[src/rtl/lane_share_pkg.sv]
// Shared types and helpers for the two-requester lane arbiter.
package lane_share_pkg;

    typedef enum logic {
        IDLE = 1'b0,
        BUSY = 1'b1
    } state_e;

    localparam logic SRC0 = 1'b0;
    localparam logic SRC1 = 1'b1;

    // Beat counter must hold 0..burst_max inclusive.
    function automatic int unsigned cnt_width(input int unsigned burst_max);
        return (burst_max < 1) ? 1 : $clog2(burst_max + 1);
    endfunction

endpackage

[src/rtl/lane_out_reg.sv]
// Single valid/ready register stage: loads on accept, holds under backpressure,
// empties when drained with nothing new behind it.
module lane_out_reg #(
    parameter int unsigned W = 33
) (
    input  logic         clk,
    input  logic         reset,
    input  logic         load_i,
    input  logic [W-1:0] din_i,
    input  logic         ready_i,
    output logic         valid_o,
    output logic [W-1:0] dout_o
);

    logic         valid_q;
    logic [W-1:0] data_q;

    always_ff @(posedge clk or posedge reset) begin
        if (reset) begin
            valid_q <= 1'b0;
            data_q  <= '0;
        end else if (load_i) begin
            valid_q <= 1'b1;
            data_q  <= din_i;
        end else if (ready_i) begin
            valid_q <= 1'b0;
        end
    end

    assign valid_o = valid_q;
    assign dout_o  = data_q;

endmodule

[src/rtl/lane_share_arbiter.sv]
// Round-robin arbiter with burst cap sharing one registered lane between two
// requesters; every lane beat carries the index of the requester it came from.
module lane_share_arbiter
    import lane_share_pkg::*;
#(
    parameter int unsigned WIDTH     = 32,
    parameter int unsigned BURST_MAX = 4
) (
    input  logic             clk,
    input  logic             reset,
    input  logic             req0_valid,
    input  logic [WIDTH-1:0] req0_data,
    output logic             req0_ready,
    input  logic             req1_valid,
    input  logic [WIDTH-1:0] req1_data,
    output logic             req1_ready,
    output logic             lane_valid,
    output logic [WIDTH-1:0] lane_data,
    output logic             lane_src,
    input  logic             lane_ready,
    output logic [1:0]       grant
);

    localparam int unsigned CW    = cnt_width(BURST_MAX);
    localparam int unsigned PAY_W = WIDTH + 1;

    state_e          state_q, state_d;
    logic            owner_q, owner_d;
    logic            ptr_q, ptr_d;
    logic [CW-1:0]   cnt_q, cnt_d;
    logic [1:0]      grant_q, grant_d;

    logic             slot_free_c;
    logic             own_valid_c;
    logic             oth_valid_c;
    logic             accept_c;
    logic             release_c;
    logic [WIDTH-1:0] load_data_c;
    logic [PAY_W-1:0] lane_pay;

    // State register
    always_ff @(posedge clk or posedge reset) begin
        if (reset) begin
            state_q <= IDLE;
            owner_q <= SRC0;
            ptr_q   <= SRC0;
            cnt_q   <= '0;
            grant_q <= 2'b00;
        end else begin
            state_q <= state_d;
            owner_q <= owner_d;
            ptr_q   <= ptr_d;
            cnt_q   <= cnt_d;
            grant_q <= grant_d;
        end
    end

    // Next-state: grant from IDLE, count beats, release on cap or owner going quiet
    always_comb begin
        state_d   = state_q;
        owner_d   = owner_q;
        ptr_d     = ptr_q;
        cnt_d     = cnt_q;
        release_c = 1'b0;
        case (state_q)
            IDLE: begin
                if (req0_valid || req1_valid) begin
                    state_d = BUSY;
                    cnt_d   = '0;
                    if (ptr_q == SRC1) begin
                        owner_d = req1_valid ? SRC1 : SRC0;
                    end else begin
                        owner_d = req0_valid ? SRC0 : SRC1;
                    end
                end
            end
            BUSY: begin
                if (accept_c) begin
                    cnt_d = cnt_q + CW'(1);
                end
                release_c = (accept_c && (cnt_q == CW'(BURST_MAX - 1)))
                          || (!own_valid_c && slot_free_c);
                if (release_c) begin
                    ptr_d = ~owner_q;
                    cnt_d = '0;
                    if (oth_valid_c) begin
                        owner_d = ~owner_q;
                    end else begin
                        state_d = IDLE;
                    end
                end
            end
            default: begin
                state_d = IDLE;
            end
        endcase
        grant_d = 2'b00;
        if (state_d == BUSY) begin
            grant_d = (owner_d == SRC1) ? 2'b10 : 2'b01;
        end
    end

    // Outputs: owner handshake and lane load; ready may follow lane_ready in-cycle
    always_comb begin
        slot_free_c = !lane_valid || lane_ready;
        own_valid_c = (owner_q == SRC1) ? req1_valid : req0_valid;
        oth_valid_c = (owner_q == SRC1) ? req0_valid : req1_valid;
        accept_c    = (state_q == BUSY) && slot_free_c && own_valid_c;
        req0_ready  = accept_c && (owner_q == SRC0);
        req1_ready  = accept_c && (owner_q == SRC1);
        load_data_c = (owner_q == SRC1) ? req1_data : req0_data;
    end

    lane_out_reg #(
        .W (PAY_W)
    ) u_lane_out_reg (
        .clk     (clk),
        .reset   (reset),
        .load_i  (accept_c),
        .din_i   ({owner_q, load_data_c}),
        .ready_i (lane_ready),
        .valid_o (lane_valid),
        .dout_o  (lane_pay)
    );

    assign lane_src  = lane_pay[WIDTH];
    assign lane_data = lane_pay[WIDTH-1:0];
    assign grant     = grant_q;

endmodule

[config.mk]
export PLATFORM = sky130hd
export DESIGN_NAME = lane_share_arbiter
export DESIGN_NICKNAME = d
export VERILOG_FILES = /design/src/rtl/lane_share_pkg.sv /design/src/rtl/lane_out_reg.sv /design/src/rtl/lane_share_arbiter.sv
export SDC_FILE = /design/constraint.sdc
export NUM_CORES = 1
export LEC_CHECK = 0
export BUFFER_PORTS_ARGS = -buffer_cell sky130_fd_sc_hd__buf_2
export CAP_MARGIN = 30
export CORE_MARGIN = 3
export CORE_UTILIZATION = 50
export CTS_BUF_LIST = sky130_fd_sc_hd__clkbuf_2
export CTS_CLUSTER_DIAMETER = 40
export DETAILED_ROUTE_END_ITERATION = 10
export HOLD_SLACK_MARGIN = 0.02
export PLACE_DENSITY = 0.95
export REMOVE_ABC_BUFFERS = 1
export SLEW_MARGIN = 20
export SYNTH_ARGS = -nofsm -noshare
export SYNTH_HDL_FRONTEND = slang
export SYNTH_SLANG_ARGS = --single-unit
export TNS_END_PERCENT = 1
[constraint.sdc]
create_clock -name clk -period 5.3 [get_ports clk]
set_input_delay 0 -clock clk [delete_from_list [all_inputs] [get_ports clk]]
set_output_delay 0 -clock clk [all_outputs]
set_load 0.02 [all_outputs]
* After elaboration in Yosys (flattened, before gate mapping)
Index checks and enable logic that the tools add are counted.
Widths: inputs -> output; s select.
** Word-level totals
- Bits in registers :: 42
- Bits in latches :: 0
- Memory bits (writable) :: 0
- Memory bits (read-only) :: 0
- Output and inout port bits :: 38
- Memories kept :: 0
** Operators by class
- $add $sub $neg :: 1
- Multipliers :: 0
- Divide/modulo/power cells :: 0
- $lt $le $gt $ge :: 0
- Equal/unequal tests :: 3
- Shifts and indexed selects :: 0
- Mux-type cells :: 22
- Bitwise operators :: 2
- Reduce and logical (&&, ||, !) cells :: 14
** Operators with widths (number)
- $mux 32 :: 1
- $mux 1 :: 13
- $mux 3 :: 3
- $logic_and 1x1->1 :: 6
- $pmux 3 s2 :: 1
- $mux 2 :: 2
- $pmux 1 s2 :: 2
- $reduce_and 2->1 :: 2
- $add 3x1->3 const B :: 1
- $eq 3x2->1 const B :: 1
- $logic_or 1x1->1 :: 3
- $ne 3x1->1 const B :: 1
- $logic_not 1->1 :: 2
- $ne 2x2->1 const B :: 1
- $not 1->1 :: 2
- $reduce_bool 2->1 :: 1

* Longest topological paths before layout
Gate-level depths: netlist of run 1.
- Depth in word-level cells :: 10
- Gate-level depth with buffers :: 6
- Depth with buffers taken out :: 5

* By module
Synthesis of run 1 repeated with hierarchy kept, for this count alone.
** Second synthesis, totals
- Cells, all modules :: 162
- Area, all modules :: 2307.2 um^2
** Modules (own cells, without submodules)
- lane_out_reg :: times used 1, cells an instance 74, area each 1417.6 um^2, sequential area each 850.8 um^2
- lane_share_arbiter :: times used 1, cells an instance 88, area each 889.6 um^2, sequential area each 200.2 um^2

* Worst setup path after synthesis of run 1
OpenSTA, ideal clock, no wires.
- Kind :: register to register
- From :: reg u_lane_out_reg.valid_q (netlist: u_lane_out_reg.valid_o)
- To :: reg u_lane_out_reg.data_q[0] (netlist: u_lane_out_reg.dout_o[0])
- Library setup time :: 0.126 ns
- Data arrival time :: 1.669 ns
- Path slack :: 3.505 ns
- Stages on the path, launching flop included :: 7
- Clock period less this slack :: 1.795 ns
- Cells stage by stage :: dfrtp_1 nor2b_1 buf_6 or3_1 buf_6 buf_8 a221o_1
** On the way
- Word-level cells in the longest chain between the ends :: 4
** Ends and longest elaborated chain
- start: declaration :: RTL line lane_out_reg.sv:15 : logic valid_q;
- start signal: assignment :: RTL line lane_out_reg.sv:20 : valid_q <= 1'b0;
- start signal: assignment :: RTL line lane_out_reg.sv:23 : valid_q <= 1'b1;
- start signal: assignment :: RTL line lane_out_reg.sv:26 : valid_q <= 1'b0;
- $logic_not 1->1 :: RTL line lane_share_arbiter.sv:105 : slot_free_c = !lane_valid || lane_ready;
- $logic_or 1x1->1 :: RTL line lane_share_arbiter.sv:105
- $logic_and 1x1->1 (2 in a row) :: RTL line lane_share_arbiter.sv:108 : accept_c = (state_q == BUSY) && slot_free_c && own_valid_c;
- end signal: assignment :: RTL line lane_out_reg.sv:24 : data_q <= din_i;
- end: declaration :: RTL line lane_out_reg.sv:16 : logic [W-1:0] data_q;
Every way passes these cells.
A chain may end at the register's enable or synchronous reset.

* Worst setup path after layout of run 1
- From :: reg state_q
- To :: reg u_lane_out_reg.data_q[24] (netlist: u_lane_out_reg.dout_o[24])
** On the way
- Word-level cells in the longest chain between the ends :: 2
** Ends and longest elaborated chain
- start: declaration :: RTL line lane_share_arbiter.sv:27 : state_e state_q, state_d;
- start signal: assignment :: RTL line lane_share_arbiter.sv:50 : state_q <= state_d;
- $logic_and 1x1->1 (2 in a row) :: RTL line lane_share_arbiter.sv:108
Every way passes these cells.

==> flow_summary_export.csv, run 1 <==
group,metric,value,unit
routing,num_vias,2754,
place,port-buffer-count,106,
power_and_ir_drop,internal_power,1.02,mW
clock_network,insertion_delay,0.45,ns
finish,drive_gt1_frac,0.355,
min_path,hold_path_class,"input pin to register",
power_and_ir_drop,p_comb_frac,0.594,
die,rows,22,
finish,mostFrequentLayoutCell,"buf_2",
routing,top_layer_used,"met4",
sta,fin_skew,0.0357,ns
power_and_ir_drop,powerDensity,565,nW/um^2
yosys,synthesis.area,2090,sq um
die,die_h,70.6,um
global_route,grt_pass1_vias,2595,
sta,max_freq,333,MHz
routing,drt-total-wl,10800,um
run,cap_violations,0,
setup_path,crit_chain,"inv_1 -> nor4_4 -> buf_4 -> a221o_1 -> dlygate4sd3_1",
die,start_util,0.542,
setup_path,critPathLaunchType,"register",
clock_network,path_clk_slew,0.21,ns
routing,drt_iter0_drc,558,
die,core,3850,sq um
sta,finalHoldViolCount,0,
finish,insertedDiodeCount,0,
routing,drc,0,
clock_network,cts_sinks,42,
routing,routed-wl-met3,1600,um
routing,wirelength_met1,3600,um
yosys,ys_ff_latch,42,
sta,period_minus_slack,3.00,ns
finish,finalNetCount,408,
setup_path,critPathBufInv,3,
die,die_w,70.6,um
global_route,antenna_found_initial,0,
yosys,yosys_warnings,0,
clock_network,cts_root_buffer,"clkbuf_2",
die,die-area,4990,sq um
sta,rsz0062_at_grt,"false",
power_and_ir_drop,switching_share,0.457,
sta,setup_violations,0,
routing,route.met2.wl,4760,um
yosys,syn_inst,172,
global_route,grt_pass1_wl,15100,um
routing,wl_per_cell,27.9,um
clock_network,clockBufferDepth,2,
place,pre_cts_ws,2.57,ns
yosys,synth_edf_count,0,
setup_path,crit_fanout,19,
yosys,synthArstFlopShare,1.00,
outcome,status,"completed",
global_route,grt_usage,0.403,
setup_path,critPathMaxStageDelay,0.82,ns
clock_network,cts_resized,0,
place,place_hpwl,4380,um
place,gp_congestion,0.837,
yosys,synth_ff_type,"dfrtp_1",
clock_network,cts_tree,"done",
sta,slew_headroom,0.336,
setup_path,crit_type,"register to register",
sta,fin_crit_sh,0.566,
routing,ant_nets,0,
sta,finalMaxSlewViolations,0,
setup_path,cp.arrival,3.36,ns
power_and_ir_drop,ir_worst_vdd,0.338,mV
sta,fin_ws,2.30,ns
power_and_ir_drop,power_leakage,1.68,nW
power_and_ir_drop,switching_power,860,uW
setup_path,endpoint_kind,"register",
power_and_ir_drop,power_frac_seq,0.326,
setup_path,critical_path_required,5.66,ns
routing,vias_per_cell,7.13,
global_route,grt_overflow,0,
finish,layout_common_cells,"106 x buf_2, 67 x dlygate4sd3_1, 42 x dfrtp_1",
finish,multi_input_area,885,sq um
place,dp_cells,309,
routing,drtPass1Iterations,5,
finish,stdcell_count,386,
finish,fillCellCount,158,
power_and_ir_drop,pwr-share-clk,0.080,
setup_path,slowest_stage,"nor4_4",
sta,finalSetupTns,0,ns
finish,regArea,1050,sq um
yosys,avgSynthCellArea,12.1,sq um
yosys,synth_cell_types,32,
finish,syn_to_final_growth,59.6,%
setup_path,critical-path-top-delay-family,"buffers and inverters",
sta,tightest_slew,0.996,ns
global_route,grt_max_degree,43,
die,io_pins,107,
clock_network,cts-buffers-inserted,5,
yosys,synth_seq_area_share,0.503,
clock_network,htree_levels,2,
finish,fin_util,0.865,
-- power groups by stage --
stage,clock network [mW],logic [mW],registers (mW)
after global placement,0,0.696,0.576
after global routing,0.162,1.16,0.612
after detailed placement,0,0.750,0.584
after CTS,0.141,0.972,0.577
after floorplan,0,0.312,0.729
final,0.150,1.12,0.614
-- Yosys cell counts, drive strengths merged, types with 2 or more instances --
master / instances / area (sq um)
ha: 2 / 25.0
inv: 6 / 22.5
nor2b: 2 / 12.5
o211ai: 4 / 30.0
nand2b: 3 / 18.8
nand3: 2 / 10.0
clkbuf: 10 / 37.5
nand2: 6 / 22.5
buf: 10 / 92.6
dfrtp: 42 / 1050
mux2i: 2 / 20.0
o2bb2ai: 2 / 17.5
a221o: 32 / 320
and4: 32 / 280
a21oi: 2 / 10.0
-- flip-flops by register name, summed over array words and instances (netlist names) --
name and cells:
u_lane_out_reg.dout_o 33, owner_q 1, cnt_q 3, ptr_q 1, u_lane_out_reg.valid_o 1, state_q 1, grant 2
-- cell type report --
type | instances | share of cell area
inverter | 6 | 0.00676
multi-input combinational | 104 | 0.265
tap | 48 | 0.0180
clock buffer | 5 | 0.00751
timing repair buffer | 178 | 0.382
clock inverter | 3 | 0.00488
sequential | 42 | 0.315
-- final timing paths --
check,startpoint,end,slack [ns],cells past startpoint
setup / recovery,state_q,u_lane_out_reg.dout_o[24],2.30,5
hold / removal,lane_ready,state_q,0.16,4
setup reg to reg,state_q,u_lane_out_reg.dout_o[24],2.30,5
hold reg to reg,u_lane_out_reg.dout_o[32],u_lane_out_reg.dout_o[32],0.58,2
max in group asynchronous,reset,u_lane_out_reg.dout_o[24],4.67,4
min in group asynchronous,reset,u_lane_out_reg.dout_o[18],0.23,4
-- tightest hold or removal path: cells and delay by family --
kind                   cells  cell delay (ns)
AO/OA/AOI/OAI              2             0.33
buffers and inverters      1             0.10
AND/OR/NAND/NOR            1             0.14
-- logic make-up after synthesis --
family                   share of synthesized area
AO/OA/AOI/OAI                                0.207
adder cells (fa/ha/maj)                     0.0120
buffers and inverters                       0.0731
flip-flops                                   0.503
multiplexers                               0.00959
AND/OR/NAND/NOR                              0.195
-- routing by layer --
layer | vias to the layer above | track usage
li1 | 1031 | -
met1 | 1252 | 0.512
met5 | - | 0
met3 | 101 | 0.121
met2 | 370 | 0.635
met4 | 0 | 0.184
-- what timing repair did --
action | 4_1_cts | 5_1_grt
setup buffers | 0 | 0
endpoints found under the hold margin | 79 | 0
hold buffers | 67 | 0
-- per-stage QoR --
step | area [sq um] | total power [mW] | hold slack (ns)
3_3_place_gp | 2560 | 1.27 | 0.149
2_1_floorplan | 1960 | 1.04 | 0.145
3_5_place_dp | 2590 | 1.33 | 0.162
5_1_grt | 3330 | 1.94 | 0.191
4_1_cts | 3300 | 1.69 | 0.0568
6_report | 3330 | 1.88 | 0.160
(Power assumes the default switching activity.)
==> run 2, diff against run 1 <==
Settings changed: CORE_UTILIZATION 50 to 42, PLACE_DENSITY 0.95 to 0.87.
Clock period 5.3 ns to 2.7 ns, I/O delays scaled along.
==> run 2 against run 1 <==
Net effect:
- combinational power up 75%
- total power rose by 88%
- clock power grew to 3.1 times the previous value
- maximum frequency rose by 22%
- sequential share of layout area down 0.55 points
- global-route usage decreased by 16 points
- die area grew 17%
- sequential power rose by 81%
- final cell count is 5.4% higher
- clock skew decreased by 0.020 ns
- setup slack got worse by 2.1 ns
- critical path type unchanged
==> flow_summary_export.csv, run 2 (synthesis gave the netlist of run 1 again) <==
group,metric,value,unit
setup_path,crit_fanout,32,
clock_network,cts-buffers-inserted,5,
die,start_util,0.439,
power_and_ir_drop,ir_worst_vdd,0.585,mV
setup_path,crit_cells,4,
finish,drive_gt1_frac,0.359,
routing,drc,0,
finish,largest_reg_flops,33,
setup_path,critPathBufInv,1,
sta,tightest_slew,0.985,ns
place,gp_congestion,0.797,
sta,setup_violations,0,
outcome,status,"completed",
clock_network,cts_root_buffer,"clkbuf_2",
sta,finalMaxSlewViolations,0,
routing,num_vias,2242,
clock_network,cts_sinks,42,
finish,multi_input_area,885,sq um
routing,ant_nets,0,
place,port-buffer-count,106,
setup_path,crit_type,"register to register",
setup_path,slowest_stage,"and2_1",
clock_network,htree_levels,2,
global_route,grt_max_degree,40,
sta,finalSetupTns,0,ns
global_route,grt_overflow,0,
routing,wl_per_cell,16.8,um
sta,fin_skew,0.0153,ns
sta,slew_headroom,0.343,
setup_path,critPathLaunch,"owner_q",
setup_path,cp.arrival,2.79,ns
place,place_hpwl,3870,um
setup_path,critPathLaunchType,"register",
finish,fin_util,0.713,
sta,fin_crit_sh,0.909,
global_route,grt_usage,0.239,
die,rows,25,
setup_path,critical_path_required,3.04,ns
clock_network,holdBufCountCts,68,
sta,finalHoldViolCount,0,
run,cap_violations,0,
setup_path,crit_path_end,"u_lane_out_reg.dout_o[23]",
min_path,hold_path_class,"input pin to register",
die,core,4750,sq um
global_route,grt_pass1_wl,11300,um
finish,mostFrequentLayoutCell,"buf_2",
finish,syn_to_final_growth,62.4,%
global_route,grt_pass1_vias,2303,
setup_path,endpoint_kind,"register",
setup_path,critPathMaxStageDelay,0.79,ns
clock_network,cts_tree,"done",
setup_path,reg2reg_depth,4,
clock_network,insertion_delay,0.40,ns
setup_path,crit_chain,"and2_1 -> and4_1 -> a221o_1 -> dlygate4sd3_1",
die,die_w,76.5,um
setup_path,timing.rr.end,"u_lane_out_reg.dout_o[23]",
power_and_ir_drop,powerDensity,1040,nW/um^2
setup_path,critical-path-top-delay-family,"simple AND/OR/NAND/NOR gates",
routing,vias_per_cell,5.51,
clock_network,cts_resized,0,
setup_path,rr_startpoint,"owner_q",
setup_path,r2r_setup_slack,0.25,ns
die,die_h,76.5,um
clock_network,post_cts_buffers,0,
die,die-area,5850,sq um
finish,insertedDiodeCount,0,
routing,drt_iter0_drc,107,
sta,period_minus_slack,2.45,ns
power_and_ir_drop,power_leakage,1.70,nW
routing,drtPass1Iterations,4,
clock_network,path_clk_slew,0.22,ns
die,io_pins,107,
global_route,antenna_found_initial,0,
clock_network,clockBufferDepth,2,
sta,max_freq,407,MHz
sta,rsz0062_at_grt,"false",
finish,fillCellCount,368,
finish,regArea,1050,sq um
finish,layout_common_cells,"106 x buf_2, 68 x dlygate4sd3_1, 42 x dfrtp_1",
finish,finalNetCount,410,
routing,drt-total-wl,6830,um
run 2: metal layers:
layer | share of wire | vias up | global-route usage
met4 | 0.013 | 0 | 0.0725
met1 | 0.40 | 1086 | 0.288
li1 | - | 1031 | -
met2 | 0.52 | 115 | 0.431
met3 | 0.066 | 10 | 0.0449
met5 | 0 | - | 0
run 2: final cells by class:
class / count / area share
Sequential cell: 42 / 0.310
Clock inverter: 3 / 0.0203
Inverter: 6 / 0.00664
Clock buffer: 5 / 0.00738
Tap cell: 67 / 0.0247
Timing Repair Buffer: 180 / 0.370
Multi-Input combinational cell: 104 / 0.261
run 2: power breakdown:
part,switching (mW),internal (mW),leakage [nW]
registers,0.193,0.918,0.517
clock network,0.212,0.251,0.0532
logic,0.964,0.995,1.13
run 2: worst register-to-register path, stage by stage (launching register included):
cell and delay, ns:
dfrtp_1 0.62, and2_1 0.80, and4_1 0.31, a221o_1 0.12
dlygate4sd3_1 0.55
run 2: worst min-delay path by stage:
| stage | start | endpoint | slack (ns) | depth (start not counted) |
|---|---|---|---|---|
| floorplan | req0_data[0] | u_lane_out_reg.dout_o[0] | 0.14 | 1 |
| detailed placement | reset | u_lane_out_reg.dout_o[16] | 0.06 | 2 |
| CTS | lane_ready | state_q | 0.06 | 4 |
| finish | lane_ready | state_q | 0.09 | 4 |
| global placement | reset | u_lane_out_reg.dout_o[22] | 0.06 | 2 |
| global route | lane_ready | state_q | 0.09 | 4 |
run 2: stage by stage:
stage	power, mW	area (sq um)	hold slack (ns)	cells	setup slack, ns
finish	3.53	3390	0.0948	407	0.246
global route	3.75	3390	0.0926	407	0.119
CTS	3.48	3390	0.0570	407	0.294
detailed placement	2.58	2620	0.0593	331	0.882
global placement	2.54	2620	0.0634	331	0.923
floorplan	2.04	1960	0.145	152	0.282
